File: config.mk
export PLATFORM = sky130hd
export DESIGN_NAME = regfile_mp
export DESIGN_NICKNAME = d
export VERILOG_FILES = /design/src/rtl/regfile_mp_pkg.sv /design/src/rtl/regfile_rdport.sv /design/src/rtl/regfile_mp.sv
export SDC_FILE = /design/constraint.sdc
export NUM_CORES = 2
export LEC_CHECK = 0
export BUFFER_PORTS_ARGS = -buffer_cell sky130_fd_sc_hd__clkbuf_2
export CAP_MARGIN = 20
export CORE_ASPECT_RATIO = 1.4
export CORE_UTILIZATION = 40
export DETAILED_ROUTE_END_ITERATION = 6
export MAX_ROUTING_LAYER = met4
export PLACE_DENSITY_LB_ADDON = 0.1
export SKIP_LAST_GASP = 1
export SLEW_MARGIN = 20
export SYNTH_ARGS = -nofsm -noshare
export SYNTH_HDL_FRONTEND = slang
export SYNTH_SLANG_ARGS = --single-unit
File: constraint.sdc
create_clock -name clk -period 5.3 [get_ports clk]
set_input_delay 0.265 -clock clk [delete_from_list [all_inputs] [get_ports clk]]
set_output_delay 0.265 -clock clk [all_outputs]
set_load 0.005 [all_outputs]
File: src/rtl/regfile_mp_pkg.sv
// Shared constants for the multi-port GPR file: default geometry, the hardwired
// zero register index and a port-slice offset helper.
package regfile_mp_pkg;

   localparam int DATA_W_DEF = 64;
   localparam int ADDR_W_DEF = 5;
   localparam int NUM_RD_DEF = 2;
   localparam int REG_ZERO   = 0;

   // LSB offset of port p inside a flattened bus of w-bit lanes
   function automatic int slice_lsb(input int p, input int w);
      return p * w;
   endfunction

endpackage

File: src/rtl/regfile_rdport.sv
// One combinational read port: index mux, r0 forcing, busy lookup and, when
// REGFILE_BYPASS_EN is defined, same-cycle forwarding of the writeback data.
module regfile_rdport
   import regfile_mp_pkg::*;
#(
   parameter int DATA_W = DATA_W_DEF,
   parameter int ADDR_W = ADDR_W_DEF
) (
   input  logic                                rst_n,
   input  logic [ADDR_W-1:0]                   idx_i,
   input  logic [(2**ADDR_W)-1:0][DATA_W-1:0]  mem_i,
   input  logic [(2**ADDR_W)-1:0]              pend_i,
   input  logic                                we_i,
   input  logic [ADDR_W-1:0]                   wr_idx_i,
   input  logic [DATA_W-1:0]                   wr_data_i,
   input  logic                                rsv_valid_i,
   input  logic [ADDR_W-1:0]                   rsv_idx_i,
   output logic [DATA_W-1:0]                   data_o,
   output logic                                busy_o
);

   logic is_zero;
   assign is_zero = (idx_i == ADDR_W'(REG_ZERO));

`ifdef REGFILE_BYPASS_EN
   logic byp_hit;
   assign byp_hit = rst_n && we_i && (wr_idx_i != ADDR_W'(REG_ZERO)) && (wr_idx_i == idx_i);
`else
   logic unused_byp;
   assign unused_byp = ^{rst_n, we_i, wr_idx_i, wr_data_i, rsv_valid_i, rsv_idx_i};
`endif

   always_comb begin
      data_o = is_zero ? '0 : mem_i[idx_i];
      busy_o = is_zero ? 1'b0 : pend_i[idx_i];
`ifdef REGFILE_BYPASS_EN
      // A same-index reserve means a new producer is already in flight
      if (byp_hit) begin
         data_o = wr_data_i;
         busy_o = rsv_valid_i && (rsv_idx_i == wr_idx_i);
      end
`endif
   end

endmodule

File: src/rtl/regfile_mp.sv
// Multi-port GPR file with r0 hardwired to zero and a per-register pending
// scoreboard; optional write-to-read bypass via REGFILE_BYPASS_EN.
module regfile_mp
   import regfile_mp_pkg::*;
#(
   parameter int DATA_W = DATA_W_DEF,
   parameter int ADDR_W = ADDR_W_DEF,
   parameter int NUM_RD = NUM_RD_DEF
) (
   input  logic                     clk,
   input  logic                     rst_n,
   input  logic [NUM_RD*ADDR_W-1:0] rd_idx,
   output logic [NUM_RD*DATA_W-1:0] rd_data,
   output logic [NUM_RD-1:0]        rd_busy,
   input  logic                     we,
   input  logic [ADDR_W-1:0]        wr_idx,
   input  logic [DATA_W-1:0]        wr_data,
   input  logic                     rsv_valid,
   input  logic [ADDR_W-1:0]        rsv_idx,
   output logic [ADDR_W:0]          pend_cnt
);

   localparam int DEPTH = 2**ADDR_W;

   logic [DEPTH-1:0][DATA_W-1:0] mem_q;
   logic [DEPTH-1:0]             pend_q, pend_d;
   logic [ADDR_W:0]              cnt_q, cnt_d;
   logic                         wr_ok, rsv_ok;

   assign wr_ok  = we && (wr_idx != ADDR_W'(REG_ZERO));
   assign rsv_ok = rsv_valid && (rsv_idx != ADDR_W'(REG_ZERO));

   // Reserve is applied after release so a same-index producer wins
   always_comb begin
      pend_d = pend_q;
      if (wr_ok)  pend_d[wr_idx]  = 1'b0;
      if (rsv_ok) pend_d[rsv_idx] = 1'b1;
      cnt_d = '0;
      for (int i = 0; i < DEPTH; i++)
         cnt_d = cnt_d + {{ADDR_W{1'b0}}, pend_d[i]};
   end

   always_ff @(posedge clk or negedge rst_n) begin
      if (!rst_n) begin
         mem_q  <= '0;
         pend_q <= '0;
         cnt_q  <= '0;
      end else begin
         if (wr_ok) mem_q[wr_idx] <= wr_data;
         pend_q <= pend_d;
         cnt_q  <= cnt_d;
      end
   end

   assign pend_cnt = cnt_q;

   for (genvar p = 0; p < NUM_RD; p++) begin : g_rd
      regfile_rdport #(.DATA_W(DATA_W), .ADDR_W(ADDR_W)) u_rdport (
         .rst_n       (rst_n),
         .idx_i       (rd_idx[slice_lsb(p, ADDR_W) +: ADDR_W]),
         .mem_i       (mem_q),
         .pend_i      (pend_q),
         .we_i        (we),
         .wr_idx_i    (wr_idx),
         .wr_data_i   (wr_data),
         .rsv_valid_i (rsv_valid),
         .rsv_idx_i   (rsv_idx),
         .data_o      (rd_data[slice_lsb(p, DATA_W) +: DATA_W]),
         .busy_o      (rd_busy[p])
      );
   end

endmodule

# == Yosys cells after proc, flatten, opt, wreduce, memory -nomap -nowiden ==
# Cells that the tools add are included.
# op_classes
reduce_logical,8
mux,21
bitwise,3
magnitude_cmp,6
addsub,31
# ops
cell,n
$bwmux W2048,1
$bmux W64 S5,2
$demux W64 S5,1
$mux W64,5
$add A6 B1 Y6,26
$mux W32,2
$and A32 B32 Y32,1
$not A32 Y32,1
$or A32 B32 Y32,1
$lt A5 B6 Y1 const B,4
$bmux W1 S5,2
$demux W1 S5,2
$ge A5 B1 Y1 const B,2
$logic_not A5 Y1,2
$reduce_bool A5 Y1,2
$add A5 B1 Y6,1
$mux W1,6
$add A4 B1 Y5,1
$add A3 B1 Y4,1
$logic_and A1 B1 Y1,4
$add A2 B1 Y3,1
$add A1 B1 Y2,1
# totals
regBits,2086
output_inout_bits,136

# == Depth between registers and ports, before layout ==
# depth
ltp_word,40
depth_mapped,24
ltp_nobuf,21

# == Modules after synthesis ==
# From an unflattened synthesis, not the netlist that was laid out.
# hier_totals
cells_unflattened,7718
area_unflattened_um2,109970.5
# by_module_without_submodules
module,cells_per_inst,seq_area_each_um2,area_each_um2,n_inst
regfile_mp,4730,52200.1,78092.4,1
regfile_rdport,1494,0.0,15939.0,2

# == Worst setup path before layout ==
# Ideal clock, no wire load.
# synth_timing
path_kind,input-to-reg
from,input wr_idx[2]
to,"register cnt_q[4], in the netlist pend_cnt[4]"
cell_stages,21
slack_ns,-0.377
n_path_buf,3
setup_ns,0.123
required_ns,5.177
arrival_ns,5.554
cell_sequence,buf_2 > nor3b_1 > nand2_1 > clkbuf_1 > buf_2 > a22o_1 > fa_1 > fa_1 > inv_1 > fa_1 > fa_1 > fa_1 > inv_1 > fa_1 > ha_1 > inv_1 > fa_1 > inv_1 > a21o_1 > a21oi_1 > xnor2_1
# synth_via
elab_cells_between_ends,43
cone_classes,add/sub: 31; order compare: 2; mux: 4; bitwise: 3; reduce/logical: 3
# synth_rtl
item,line_no,rtl
"start, declared",regfile_mp.sv:16,"input logic [ADDR_W-1:0] wr_idx,"
$lt A5 B6 Y1 (implied by the code) / $ge A5 B1 Y1 (equally long branches),regfile_mp.sv:36,if (wr_ok) pend_d[wr_idx] = 1'b0;
$logic_and A1 B1 Y1 (implied by the code),regfile_mp.sv:36,
$mux W1 (implied by the code),regfile_mp.sv:36,
$demux W1 S5,regfile_mp.sv:36,
$not A32 Y32 (no line),-,
$and A32 B32 Y32 (no line),-,
$mux W32 *,regfile_mp.sv:36,
$or A32 B32 Y32 (no line),-,
$mux W32 *,regfile_mp.sv:37,if (rsv_ok) pend_d[rsv_idx] = 1'b1;
net pend_d[11],regfile_mp.sv:26,"logic [DEPTH-1:0] pend_q, pend_d;"
$add A6 B1 Y6 * (21 in a row),regfile_mp.sv:40,"cnt_d = cnt_d + {{ADDR_W{1'b0}}, pend_d[i]};"
net cnt_d[4],regfile_mp.sv:27,"logic [ADDR_W:0] cnt_q, cnt_d;"
"end signal, assigned",regfile_mp.sv:51,cnt_q <= cnt_d;
"end, declared",regfile_mp.sv:27,
# The timed path passes the listed nets; every way through them passes the cells marked *.
# A chain may end at the register's enable or synchronous reset.

# == Worst setup path in the final report ==
# layout_timing
from,input wr_idx[3]
to,"register cnt_q[4], in the netlist pend_cnt[4]"
# Same word-level chain as after synthesis.

==> metrics list <==
* Share of post-route cells with drive strength above 1: 0.385
- Post-synthesis cell count: 8482
* CP arrival: approximately 5.9 ns
- Across every metal layer, demand over resource in global routing totals 0.309.
* Ordered cell list for the critical path: dlygate4sd3_1 > clkbuf_2 > nor3b_4 > nand2_4 > a22o_1 > fa_1 > fa_1 > inv_1 > fa_1 > fa_1 > fa_1 > inv_1 > fa_1 > ha_2 > inv_1 > fa_2 > inv_1 > a21o_1 > a21oi_1 > xnor2_1
- Clock tree from TritonCTS: done
- Top routing layer in use: met4
* Area overhead of the layout relative to synthesis: 11.6%
- Leaving out fill and tap cells, the most frequent cell in the layout is sky130_fd_sc_hd__dfrtp_1.
- Clock-pin slew reported for the worst setup and hold paths after clock tree synthesis: ~0.070 ns
* I/O pin count: around 220
- The number of nets handed over by synthesis was approximately 8600.
- The finished layout holds around 12000 standard cells, fillers aside.
- Slew at the pin closest to its max-slew limit: 1.29 ns
- Async set or reset register ratio after synthesis: 1.00
- Initial antenna violation count: 19
- Minimum clock period: 5.12 ns
- Via count of the first global-routing pass: between 70000 and 80000
* Routed wire length on met3: 24.2 mm
* Post-route met1 wirelength: 171 mm
- Number of violations of the max-capacitance limit: 0
- Die Outline Area: between 200000 and 300000 um2
* HPWL after detailed placement: approximately 230 mm
- Static timing analysis puts the maximum clock frequency at 195 MHz.
- Initial core utilization: 0.403
- Most used cells in the layout excluding fill and tap cells: sky130_fd_sc_hd__dfrtp_1 (2086), sky130_fd_sc_hd__mux2_2 (1552), sky130_fd_sc_hd__nand2_1 (1413)
- Die X-Extent: between 400 and 500 um
* End of the worst register-to-register path: pend_cnt[4]
- HP Class: input pin to asynchronous set/reset pin
- Peak fanout along the critical path: 9
- The slowest stage of the critical path belongs to the cell sky130_fd_sc_hd__fa_1.
* Areal power density over the cells: 400 nW/um2
- By startpoint and endpoint, the worst setup path is classified as input pin to flop.
* Postcts setup bufs: 0
* Pin count of the biggest net entering global routing: 166
* Root Buffer: sky130_fd_sc_hd__clkbuf_16
- The pre-antenna-repair detailed-routing pass consisted of 5 iterations.
* Largest stage delay on the critical path: approximately 0.57 ns
- The tightest hold path in the finished design has a slack of -0.00254 ns.
- The first routing iteration left 6558 violations.
- For this run the aggregate overflow at the end of global routing stands at 0.
- The routed design uses 207 mm of met2 wire.
- After detailed placement, the total cell area comes to 116000 um2.
- After filler insertion, the fill cell instance count of the layout stands at 25100.
- Setup Total Neg Slack: 0 ns
- The final layout contains 8475 nets.
* Via density per instance: slightly above 6
* Number of buffers inserted during clock tree synthesis: around 230
- Finished layout cell area: 124000 um2
* Final weighted congestion of routability-driven global placement: approximately 0.85
- Final number of max-transition violations: 0
- The share of the Yosys chip area taken by registers is 0.469.
- In the synthesized netlist the dominant register cell turns out to be sky130_fd_sc_hd__dfrtp_1.
- Relative slew margins: 0.139
* Startpoint types: input pin
- The count of nets left with antenna violations once routing finished came out at 0.
- Worst-case clock buffer depth: 4
- Register-to-register setup slack: 0.32 ns
- Counting cells, the worst reg-to-reg path comes to 17.
* Avg WL per Cell: 34.3 um
* Count of cell types in the netlist: between 50 and 60
- Detailed-route via count: around 76000
* Violations in the final reports: negative hold slack
* Standard cell core area: between 200000 and 300000 um2
* Setup violations, final: 0
- The routed design has 420 mm of wire.
- Required time at the worst-slack endpoint: between 6 and 7 ns
- EDFF count, synth: 0
- The synthesized netlist occupies a cell area of approximately 110000 um2.
* Maximum vdd drop: between 0.6 and 0.7 mV
- After detailed placement, the design holds a cell count of approximately 12000.
* Syn avg cell area: between 10 and 15 um2
- On the final layout, the worst clock skew is around 0.021 ns.
- The later pin in the worst-skew pair is clocked with a latency of 0.90 ns.
- Most repeated library cell on the critical path: sky130_fd_sc_hd__fa_1
* Final hold violation count: 1
- Dividing the final minimum period by the clock period gives 0.966.
- Y dimension of the die: 626 um
- Number of cell rows: 228
- FF-to-FF Start: pend_q[13]
- During synthesis, Yosys emitted a total of 0 warnings.
* Number of flip-flops and latches in the synthesized netlist: 2086
- In this run the static leakage power is between 50 and 60 nW.
- The first global-routing pass estimated between 600 and 700 mm of wire.
- For this run, design rule violations remaining after detail routing come to 0.
* Critical path capture point type: flop
- Count of clock tree sinks: approximately 2100
- The H-tree was split into 4 levels.
- The count of buffers added on input and output ports is roughly 220.
* Status: complete, but fails checks
[critical path: cells and delay by family]
family,cells,cell delay (ns)
AO/OA/AOI/OAI,3,0.45
buffers and inverters,6,1.01
XOR/XNOR,1,0.13
adder cells (fa/ha/maj),8,3.58
AND/OR/NAND/NOR,2,0.46
[what timing repair did]
action,in CTS,in global routing
resized for setup,0,5
endpoints found under the hold margin,645,0
hold buffers,81,0
endpoints found under the setup margin,0,5
[cell families after synthesis]
logic type,after synthesis,synth area share
mux,2994,0.379
fa+ha+maj,31,0.00510
xor+xnor,3,0.000236
simple gates,1662,0.0592
buf+inv,973,0.0408
compound gates,733,0.0472
flops,2086,0.469
[metrics by stage]
step	worst slack [ns]	power [W]	utilization
after CTS	0.0549	0.0500	0.450
after global routing	-0.00619	0.0522	0.450
after detailed placement	-0.194	0.0338	0.420
after floorplan	0.000214	0.0297	-
final	0.179	0.0497	0.450
after global placement	-0.159	0.0335	0.420
[state kept, by name, summed over array words and instances (netlist names)]
signal and cells:
mem_q 2048, pend_cnt 6, pend_q 32
[synthesized netlist by cell type (4+ instances only)]
cell,n,area (um2)
sky130_fd_sc_hd__nor4_1,4,25.0
sky130_fd_sc_hd__ha_1,7,87.6
sky130_fd_sc_hd__nand3_1,22,110
sky130_fd_sc_hd__buf_6,42,473
sky130_fd_sc_hd__buf_4,64,480
sky130_fd_sc_hd__nand2_1,1437,5390
sky130_fd_sc_hd__nor3_1,14,70.1
sky130_fd_sc_hd__o21bai_1,7,52.6
sky130_fd_sc_hd__clkbuf_1,525,1970
sky130_fd_sc_hd__fa_1,24,480
sky130_fd_sc_hd__o22ai_1,118,738
sky130_fd_sc_hd__a21o_1,12,90.1
sky130_fd_sc_hd__nand2b_1,9,56.3
sky130_fd_sc_hd__o21ai_0,42,210
sky130_fd_sc_hd__buf_2,269,1350
sky130_fd_sc_hd__mux2_2,1552,17500
sky130_fd_sc_hd__dfrtp_1,2086,52200
sky130_fd_sc_hd__mux2i_1,621,6220
sky130_fd_sc_hd__buf_1,27,101
sky130_fd_sc_hd__nand3b_1,5,37.5
sky130_fd_sc_hd__a211oi_1,99,743
sky130_fd_sc_hd__inv_1,44,165
sky130_fd_sc_hd__a211o_1,31,272
sky130_fd_sc_hd__o22a_1,6,52.6
sky130_fd_sc_hd__a22o_1,82,718
sky130_fd_sc_hd__and3_1,13,81.3
sky130_fd_sc_hd__nor2_1,82,308
sky130_fd_sc_hd__a22oi_1,134,1010
sky130_fd_sc_hd__and2_1,35,219
sky130_fd_sc_hd__o211ai_1,7,52.6
sky130_fd_sc_hd__o221ai_1,76,666
sky130_fd_sc_hd__nor2b_1,18,113
sky130_fd_sc_hd__nor3b_1,5,37.5
sky130_fd_sc_hd__a21oi_1,104,521
sky130_fd_sc_hd__mux4_2,821,18500
[cell type report]
class                           instances  area (um2)  area share
Inverter                               44         165     0.00133
Clock buffer                          352        6780      0.0546
Clock inverter                         52         561     0.00451
Sequential cell                      2086       52200       0.420
Timing Repair Buffer                  574        4830      0.0389
Multi-Input combinational cell       5423       55100       0.443
Antenna cell                           17        42.5    0.000342
Tap cell                             3680        4600      0.0370
[power breakdown]
group          switching, W  internal, W  leakage [nW]
clock network       0.00690      0.00925          3.63
logic               0.00556      0.00676          26.2
registers           0.00218       0.0190          26.8
[layer usage]
layer,vias to the layer above,global-route usage
met4,0,0.119
met2,2765,0.504
met1,41200,0.392
met5,-,-
li1,31000,-
met3,831,0.0402
[worst max path at each step]
stage	slack, ns	cells after the start	endpoint	start
after floorplan	0.0002	23	pend_cnt[4]	wr_idx[2]
after global placement	-0.16	19	pend_cnt[4]	rsv_idx[3]
after detailed placement	-0.19	20	pend_cnt[4]	wr_idx[3]
after CTS	0.05	24	pend_cnt[4]	wr_idx[0]
after global routing	-0.006	20	pend_cnt[4]	wr_idx[3]
final	0.18	20	pend_cnt[4]	wr_idx[3]
Note: power is estimated with default switching activity, not from simulation.
